### config.mk
export PLATFORM = sky130hd
export DESIGN_NAME = alu_writeback
export DESIGN_NICKNAME = d
export VERILOG_FILES = /design/src/rtl/alu_writeback.sv
export SDC_FILE = /design/constraint.sdc
export NUM_CORES = 1
export LEC_CHECK = 0
export CAP_MARGIN = 5
export CORE_MARGIN = 5
export CORE_UTILIZATION = 38
export CTS_CLUSTER_DIAMETER = 120
export DETAILED_ROUTE_END_ITERATION = 7
export PLACE_DENSITY_LB_ADDON = 0.15
export SLEW_MARGIN = 20
export SYNTH_ARGS = -nofsm -noshare
export SYNTH_HDL_FRONTEND = slang
export SYNTH_SLANG_ARGS = --single-unit
export TNS_END_PERCENT = 5
### constraint.sdc
create_clock -name clk -period 4.7 [get_ports clk]
set_clock_uncertainty 0.05 [all_clocks]
set_input_delay 0.705 -clock clk [delete_from_list [all_inputs] [get_ports clk]]
set_output_delay 0.705 -clock clk [all_outputs]
set_load 0.01 [all_outputs]
### src/rtl/alu_writeback.sv
// Execute/writeback stage behind the ALU: registers results, owns the C/S/O/Z flag
// register, resolves conditional branches and squashes younger beats after a redirect.
//   state    | meaning
//   S_RUN    | accepting beats whenever stall is low
//   S_HALTED | HLT retired; in_ready held low until reset
module alu_writeback #(
    parameter int BITS_DATA   = 32,
    parameter int BITS_ADDR   = 16,
    parameter int BITS_REG    = 4,
    parameter int FLUSH_DEPTH = 2,
    parameter int CNT_BITS    = 16
) (
    input  logic                 clk,
    input  logic                 reset,
    input  logic                 in_valid,
    output logic                 in_ready,
    input  logic                 stall,
    input  logic [4:0]           in_opcode,
    input  logic [BITS_REG-1:0]  in_rd,
    input  logic [BITS_DATA-1:0] in_resultado,
    input  logic                 in_C,
    input  logic                 in_S,
    input  logic                 in_O,
    input  logic                 in_Z,
    input  logic [BITS_ADDR-1:0] in_target,
    output logic                 wb_en,
    output logic [BITS_REG-1:0]  wb_addr,
    output logic [BITS_DATA-1:0] wb_data,
    output logic                 flag_C,
    output logic                 flag_S,
    output logic                 flag_O,
    output logic                 flag_Z,
    output logic                 branch_taken,
    output logic [BITS_ADDR-1:0] branch_target,
    output logic                 halted,
    output logic                 illegal,
    output logic [CNT_BITS-1:0]  retired
);

    localparam logic [4:0] OP_NOP = 5'd0;
    localparam logic [4:0] OP_LD  = 5'd1;
    localparam logic [4:0] OP_STR = 5'd2;
    localparam logic [4:0] OP_NOT = 5'd3;
    localparam logic [4:0] OP_AND = 5'd4;
    localparam logic [4:0] OP_OR  = 5'd5;
    localparam logic [4:0] OP_XOR = 5'd6;
    localparam logic [4:0] OP_NEG = 5'd7;
    localparam logic [4:0] OP_ADD = 5'd8;
    localparam logic [4:0] OP_SUB = 5'd9;
    localparam logic [4:0] OP_MUL = 5'd10;
    localparam logic [4:0] OP_DIV = 5'd11;
    localparam logic [4:0] OP_MOD = 5'd12;
    localparam logic [4:0] OP_JMP = 5'd13;
    localparam logic [4:0] OP_JC  = 5'd14;
    localparam logic [4:0] OP_JS  = 5'd15;
    localparam logic [4:0] OP_JO  = 5'd16;
    localparam logic [4:0] OP_JZ  = 5'd17;
    localparam logic [4:0] OP_HLT = 5'd18;

    localparam logic [2:0] FLUSH_INIT = 3'(FLUSH_DEPTH);

    typedef enum logic {S_RUN, S_HALTED} state_t;

    state_t                state_q, state_d;
    logic [2:0]            flush_q, flush_d;
    logic [3:0]            flags_q, flags_d;
    logic                  wb_en_q, wb_en_d;
    logic [BITS_REG-1:0]   wb_addr_q, wb_addr_d;
    logic [BITS_DATA-1:0]  wb_data_q, wb_data_d;
    logic                  br_q, br_d;
    logic [BITS_ADDR-1:0]  target_q, target_d;
    logic                  illegal_q, illegal_d;
    logic [CNT_BITS-1:0]   retired_q, retired_d;

    logic accept, live, is_alu, is_branch, is_hlt, is_other, br_cond;

    always_comb begin
        is_alu    = 1'b0;
        is_branch = 1'b0;
        is_hlt    = 1'b0;
        is_other  = 1'b0;
        br_cond   = 1'b0;
        case (in_opcode)
            OP_NOT, OP_AND, OP_OR, OP_NEG, OP_ADD, OP_SUB: is_alu = 1'b1;
            OP_NOP, OP_LD, OP_STR, OP_XOR, OP_MUL, OP_DIV, OP_MOD: is_other = 1'b1;
            OP_JMP: begin is_branch = 1'b1; br_cond = 1'b1;       end
            OP_JC:  begin is_branch = 1'b1; br_cond = flags_q[3]; end
            OP_JS:  begin is_branch = 1'b1; br_cond = flags_q[2]; end
            OP_JO:  begin is_branch = 1'b1; br_cond = flags_q[1]; end
            OP_JZ:  begin is_branch = 1'b1; br_cond = flags_q[0]; end
            OP_HLT: is_hlt = 1'b1;
            default: ;
        endcase
    end

    assign accept = in_valid & in_ready;
    // Beats accepted while the flush counter is non-zero are younger than a taken branch.
    assign live   = accept & (flush_q == 3'd0);

    // FSM: state register
    always_ff @(posedge clk or posedge reset) begin
        if (reset) state_q <= S_RUN;
        else       state_q <= state_d;
    end

    // FSM: next state
    always_comb begin
        state_d = state_q;
        if (state_q == S_RUN && live && is_hlt) state_d = S_HALTED;
    end

    // FSM: outputs
    always_comb begin
        in_ready = (state_q == S_RUN) & ~stall;
        halted   = (state_q == S_HALTED);
    end

    always_comb begin
        flush_d   = flush_q;
        flags_d   = flags_q;
        wb_en_d   = 1'b0;
        wb_addr_d = wb_addr_q;
        wb_data_d = wb_data_q;
        br_d      = 1'b0;
        target_d  = target_q;
        illegal_d = 1'b0;
        retired_d = retired_q;
        if (accept && flush_q != 3'd0) begin
            flush_d = flush_q - 3'd1;
        end else if (live) begin
            if (retired_q != {CNT_BITS{1'b1}}) retired_d = retired_q + 1'b1;
            if (is_alu) begin
                wb_en_d   = 1'b1;
                wb_addr_d = in_rd;
                wb_data_d = in_resultado;
                flags_d   = {in_C, in_S, in_O, in_Z};
            end
            if (is_branch && br_cond) begin
                br_d     = 1'b1;
                target_d = in_target;
                flush_d  = FLUSH_INIT;
            end
            if (!is_alu && !is_branch && !is_hlt && !is_other) illegal_d = 1'b1;
        end
    end

    always_ff @(posedge clk or posedge reset) begin
        if (reset) begin
            flush_q   <= '0;
            flags_q   <= '0;
            wb_en_q   <= 1'b0;
            wb_addr_q <= '0;
            wb_data_q <= '0;
            br_q      <= 1'b0;
            target_q  <= '0;
            illegal_q <= 1'b0;
            retired_q <= '0;
        end else begin
            flush_q   <= flush_d;
            flags_q   <= flags_d;
            wb_en_q   <= wb_en_d;
            wb_addr_q <= wb_addr_d;
            wb_data_q <= wb_data_d;
            br_q      <= br_d;
            target_q  <= target_d;
            illegal_q <= illegal_d;
            retired_q <= retired_d;
        end
    end

    assign wb_en         = wb_en_q;
    assign wb_addr       = wb_addr_q;
    assign wb_data       = wb_data_q;
    assign {flag_C, flag_S, flag_O, flag_Z} = flags_q;
    assign branch_taken  = br_q;
    assign branch_target = target_q;
    assign illegal       = illegal_q;
    assign retired       = retired_q;

endmodule
==> summary.md, run 1 <==
| Metric | Value |
|---|---|
| Post-synth cell types | 42 |
| CTS tree | done |
| Max_cap viols | 0 |
| DRT Pass-1 Iters | 4 |
| Final hold vios | 0 |
| Total grt overflow | 0 |
| Post-Syn Instances | 230 |
| IO Port Bufs | 141 |
| Cells on worst reg2reg path | 7 |
| PwrDens | 478 nW/um^2 |
| Headroom to the max-slew limit | 0.399 |
| RR Startpoint | flush_q[0]$_DFFE_PP0P_ |
| Min-delay src | wb_data[3]$_DFFE_PP0P_ |
| Fin crit share | 0.587 |
| DR vias/cell | 4.84 |
| Clock Latency Late Sink | 0.34 ns |
| Power, Total | 0.00243 W |
| Final number of setup-violating endpoints | 0 |
| Worst path arrival time | 2.93 ns |
| Post-route minimum period | 2.76 ns |
| Row count | 34 |
| Synthesis-to-finish area growth | 52.5% |
| Setup tns final | 0 ns |
| Clock power share | 0.235 |
| Setup CP Type | in2reg |
| Cell taking the most area after synthesis | dfrtp_1 |
| Leakage | 2.26 nW |
| CP Data Required Time | 4.88 ns |
| Hold EP | wb_data[3]$_DFFE_PP0P_ |
| DRT Wirelength | 7670 um |
| Flop2flop setup slack | 2.32 ns |
| Internal | 0.00177 W |
| CP Max Fanout | 17 |
| Top cells by area, synth | dfrtp_1, mux2_2, mux2_4 |
| Initial Utilization | 0.386 |
| DR iter-0 viols | 42 |
| Io pins | 142 |
| Core area | 8640 sq um |
| Share of async-settable or async-resettable flops after synthesis | 1.00 |
| Peak supply drop | 0.000273 V |
| Min-Delay Path Class | reg2reg |
| Inserted Clock Buffers | 9 |
| CTS clk-pin slew, worst paths | 0.08 ns |
| Antenna cells | 0 |
| Mapped Area | 3330 sq um |
| Final Wtd Congestion | 0.690 |
| Max Transition Viols Final | 0 |
| First-pass GRT wire length | 13000 um |
| Area of the multi-input gates | 1290 sq um |
| DR vias | 2375 |
| Final HPWL DP | 5730 um |
| Hold depth | 1 |
| Critical Path Source Type | primary input |
| DRC Markers | 0 |
| Crit Reg-Reg Endpoint | wb_data[8]$_DFFE_PP0P_ |
| Seq pwr share | 0.415 |
| Antenna violations before repair | 0 |
| H-Tree Depth | 3 |
| Largest stage delay, worst path | 0.55 ns |
| Postcts setup bufs | 0 |
| Most used DFF post-synth | dfrtp_1 |
| Hold-fix buffers, CTS | 0 |
| Switching share of total power | 0.273 |
| Max Freq | 363 MHz |
| Post-CTS resize count | 0 |
| Final ANT Viol Nets | 0 |
| Vias in the first global route | 2582 |
| FILL cells | 716 |
| Die W | 104 um |
| Die footprint | 10700 sq um |
| Seq cells post-synth | 79 |
| Die Height | 104 um |
| CP cell instances | clkdlybuf4s50_1 -> or4b_1 -> o32a_1 -> or2_1 -> mux2_4 |
| CTS root buf | clkbuf_8 |
| Worst Setup End Kind | flop |
| Largest net degree at the start of global routing | 52 |
| Logic gate share of total power | 0.351 |
| EDFF count, synth | 0 |
| Synth top area share | 0.593 |
| Unrepaired setup endpoints after global routing | false |
| Switching power | 0.000664 W |
| Critical path's slowest cell | or4b_1 |
| Layout cells sized above 1 | 0.214 |
| Storage cell area | 1980 sq um |
| Avg Synthesized Cell Area | 14.5 sq um |
| CTS sink cnt | 79 |
| DR WL/cell | 15.6 um |
| Register area share after synthesis | 0.593 |
| GRT Util Overall | 0.148 |
| Fin nets | 446 |
| Syn. warnings | 0 |
| Worst-margin pin slew | 0.902 ns |
| Outcome | completed |
| Max Buffers Root-to-Sink | 2 |
| Net count after synthesis | 298 |
==> layout by cell type (no fill, tap or decap), types with 3 or more instances in the layout <==
master           netlist  layout
clkdlybuf4s50_1        0     141
dfrtp_1               79      79
mux2_2                48      48
clkbuf_8               0      11
xnor2_1               10      10
mux2_4                 9       9
nand2_1                8       8
nand3_1                6       6
nor2_1                 5       5
nand4_1                5       5
xor2_1                 5       5
inv_1                  5       4
o21ai_0                3       3
and3_1                 3       3
nand3b_1               3       3
a21oi_1                3       3
ha_1                   3       3
==> flip-flops by register name, indices dropped and copies added, names as in the netlist <==
signal	cells
halted	1
wb_data	32
branch_taken	1
flush_q	3
retired	16
wb_addr	4
wb_en	1
illegal	1
flags_q	4
branch_target	16
==> logic make-up after synthesis <==
family / Yosys count / share of synthesized area
AOI/OAI and AO/OA: 14 / 0.0297
xor gates and xnor gates: 15 / 0.0394
adders and majority gates: 3 / 0.0113
buffers and inverters: 11 / 0.0210
DFF: 79 / 0.593
muxes: 60 / 0.213
and+or+nand+nor: 48 / 0.0928
==> per-layer routing <==
layer / routed length [um] / track usage / vias up
met1: 3250 / 0.183 / 1154
li1: - / - / 1126
met5: 0 / 0 / -
met4: 136 / 0.0553 / 0
met2: 3590 / 0.222 / 85
met3: 692 / 0.0734 / 10
==> through the flow <==
step / hold slack [ns] / util / worst slack [ns] / instances / area, sq um
floorplan: 0.455 / - / 1.92 / 230 / 3330
global placement: 0.420 / 0.562 / 1.61 / 475 / 4850
detailed placement: 0.428 / 0.562 / 1.58 / 475 / 4850
CTS: 0.446 / 0.588 / 1.95 / 491 / 5080
global route: 0.471 / 0.588 / 1.88 / 491 / 5080
finish: 0.443 / 0.588 / 1.94 / 491 / 5080
==> cells in the mapped netlist, drive strengths merged (2+ instances only) <==
cell,number
xor2,5
and3,3
nor3b,2
nand4,5
nand3,6
inv,5
o211ai,2
o21ai,3
nand3b,3
mux2,59
nand2,8
nor3,2
ha,3
nor2,5
o2111ai,2
nor4,4
buf,6
xnor2,10
a21oi,3
dfrtp,79
==> critical path: cells and delay by family <==
kind / cells / cell delay [ns]
compound gates: 1 / 0.20
buf+inv: 1 / 0.50
mux: 1 / 0.43
simple gates: 2 / 1.10
==> final cells by class <==
type / count / share of cell area
clock buffer: 11 / 0.0298
multi-input combinational: 140 / 0.254
clock inverter: 5 / 0.0158
sequential: 79 / 0.389
tap: 108 / 0.0266
timing repair buffer: 143 / 0.281
inverter: 5 / 0.00394
==> power groups by stage <==
stage          Combinational, W  Clock (W)  Sequential [W]
2_1_floorplan          0.000257          0         0.00110
3_3_place_gp           0.000857          0         0.00101
3_5_place_dp           0.000866          0         0.00102
4_1_cts                0.000870   0.000591         0.00101
5_1_grt                0.000921   0.000630         0.00104
6_report               0.000852   0.000570         0.00101
==> how the worst max path moves through the flow <==
stage / depth (start not counted) / start / endpoint
after floorplan: 1 / reset / branch_taken$_DFF_PP0_
after global placement: 5 / in_opcode[1] / branch_target[5]$_DFFE_PP0P_
after detailed placement: 5 / in_opcode[1] / branch_target[15]$_DFFE_PP0P_
after CTS: 5 / in_opcode[1] / branch_target[15]$_DFFE_PP0P_
after global routing: 5 / in_opcode[1] / branch_target[15]$_DFFE_PP0P_
final: 5 / in_opcode[1] / branch_target[15]$_DFFE_PP0P_
(Power assumes the default switching activity.)
==> inputs of run 2 (changes only) <==
clock period = 2.32 ns   (was 4.7 ns; I/O delays follow)
==> run 2 against run 1 <==
Global-route usage is 0.24 points higher. Utilization is 1.2 points higher. Critical path depth is 1 higher. Register-to-register slack worse by 2.0 ns. Non-clock buffer count is 13 higher. Flip-flop and latch count stayed put. Via count is 1.3% higher. Combinational power is 110% higher. Total power is 98% higher. Die area stayed put. First-iteration DRC count is 43% higher. Count of clock-buffer cells in the layout stayed put.
==> summary.md, run 2 (synthesis gave the netlist of run 1 again) <==
| Metric | Value |
|---|---|
| Worst path top cell family by delay | simple AND/OR/NAND/NOR gates |
| FILL cells | 698 |
| RR Startpoint | flush_q[0]$_DFFE_PP0P_ |
| Unrepaired setup endpoints after global routing | false |
| CTS sink cnt | 79 |
| Final Wtd Congestion | 0.726 |
| Most frequent cells in the layout | clkdlybuf4s50_1, dfrtp_1, mux2_2, buf_4 |
| Max_cap viols | 0 |
| Max Transition Viols Final | 0 |
| Total grt overflow | 0 |
| Antenna cells | 0 |
| CP Data Required Time | 2.49 ns |
| Hold-fix buffers, CTS | 0 |
| CP cell instances | clkdlybuf4s50_1 -> or4b_1 -> o32a_1 -> or2_1 -> buf_12 -> mux2_4 |
| Min-Delay Path Class | in2async |
| H-Tree Depth | 3 |
| Final HPWL DP | 5870 um |
| CTS tree | done |
| DR iter-0 viols | 60 |
| Setup CP Type | in2reg |
| DR vias | 2405 |
| Die W | 104 um |
| CTS root buf | clkbuf_8 |
| Worst-margin pin slew | 0.397 ns |
| Largest stage delay, worst path | 0.53 ns |
| CTS clk-pin slew, worst paths | 0.08 ns |
| Fin crit share | 0.885 |
| Die Height | 104 um |
| DRT Pass-1 Iters | 4 |
| GRT Util Overall | 0.151 |
| Initial Utilization | 0.386 |
| Crit path launch | in_opcode[1] |
| Power, Total | 0.00482 W |
| Flop2flop setup slack | 0.29 ns |
| Most common library cell in the layout ignoring fill and taps | clkdlybuf4s50_1 |
| Largest net degree at the start of global routing | 65 |
| Crit Reg-Reg Endpoint | wb_data[9]$_DFFE_PP0P_ |
| DR vias/cell | 4.77 |
| Critical path's slowest cell | or4b_1 |
| Post-route cell area | 5190 sq um |
| Clock Latency Late Sink | 0.34 ns |
| Area of the multi-input gates | 1290 sq um |
| Final ANT Viol Nets | 0 |
| Inserted Clock Buffers | 9 |
| Io pins | 142 |
| DR WL/cell | 15.5 um |
| Max FFs per register | 32 |
| Fin nets | 459 |
| Final number of setup-violating endpoints | 0 |
| Final hold vios | 0 |
| Worst path arrival time | 2.23 ns |
| PwrDens | 928 nW/um^2 |
| Peak supply drop | 0.000458 V |
| Storage cell area | 1980 sq um |
| Vias in the first global route | 2690 |
| Min Hold Slack | 0.284 ns |
| Synthesis-to-finish area growth | 55.7% |
| Worst Path Buf+Inv | 2 |
| Outcome | completed |
| Core area | 8640 sq um |
| Post-route minimum period | 2.05 ns |
| Postcts setup bufs | 0 |
| Antenna violations before repair | 0 |
| Layout cells sized above 1 | 0.237 |
| CP Max Fanout | 17 |
| Placed inst area | 4990 sq um |
| Max Freq | 487 MHz |
| Die footprint | 10700 sq um |
| Row count | 34 |
| Headroom to the max-slew limit | 0.732 |
| Cells on worst reg2reg path | 7 |
| DRC Markers | 0 |
| Leakage | 2.32 nW |
| Critical Path Source Type | primary input |
| IO Port Bufs | 141 |
| Post-CTS resize count | 0 |
| DRT Wirelength | 7800 um |
| Max Buffers Root-to-Sink | 2 |
| First-pass GRT wire length | 13400 um |
| Worst Setup End Kind | flop |
run 2: where the power goes:
part | switching [W] | leakage (nW) | internal [W]
Clock | 0.000494 | 0.0916 | 0.000525
Sequential | 0.000242 | 1.06 | 0.00180
Combinational | 0.000615 | 1.16 | 0.00114
run 2: per-stage QoR:
stage	std cells	setup TNS, ns	setup slack [ns]	util
finish	504	0	0.268	0.601
floorplan	230	0	0.303	-
CTS	504	0	0.260	0.601
global placement	488	-2.41	-0.0709	0.578
global route	504	0	0.137	0.601
detailed placement	488	-2.35	-0.0955	0.578
run 2: layout make-up:
| type | instances | area share |
|---|---|---|
| inverter | 5 | 0.00434 |
| multi-input combinational | 140 | 0.249 |
| timing repair buffer | 156 | 0.301 |
| sequential | 79 | 0.381 |
| clock inverter | 5 | 0.0111 |
| tap | 108 | 0.0261 |
| clock buffer | 11 | 0.0273 |
run 2: worst max path at each step:
stage | end | slack (ns) | cells past startpoint
6_report | branch_target[15]$_DFFE_PP0P_ | 0.27 | 6
5_1_grt | flags_q[2]$_DFFE_PP0P_ | 0.14 | 7
4_1_cts | wb_data[9]$_DFFE_PP0P_ | 0.26 | 7
2_1_floorplan | branch_target[0]$_DFFE_PP0P_ | 0.30 | 8
3_5_place_dp | branch_target[15]$_DFFE_PP0P_ | -0.1 | 6
3_3_place_gp | branch_target[1]$_DFFE_PP0P_ | -0.07 | 6
run 2: metal layers:
layer,vias up,track usage,routed length (um)
li1,1152,-,-
met1,1155,0.191,3370
met2,87,0.236,3670
met3,11,0.0529,665
met4,0,0.0562,99
met5,-,0,0
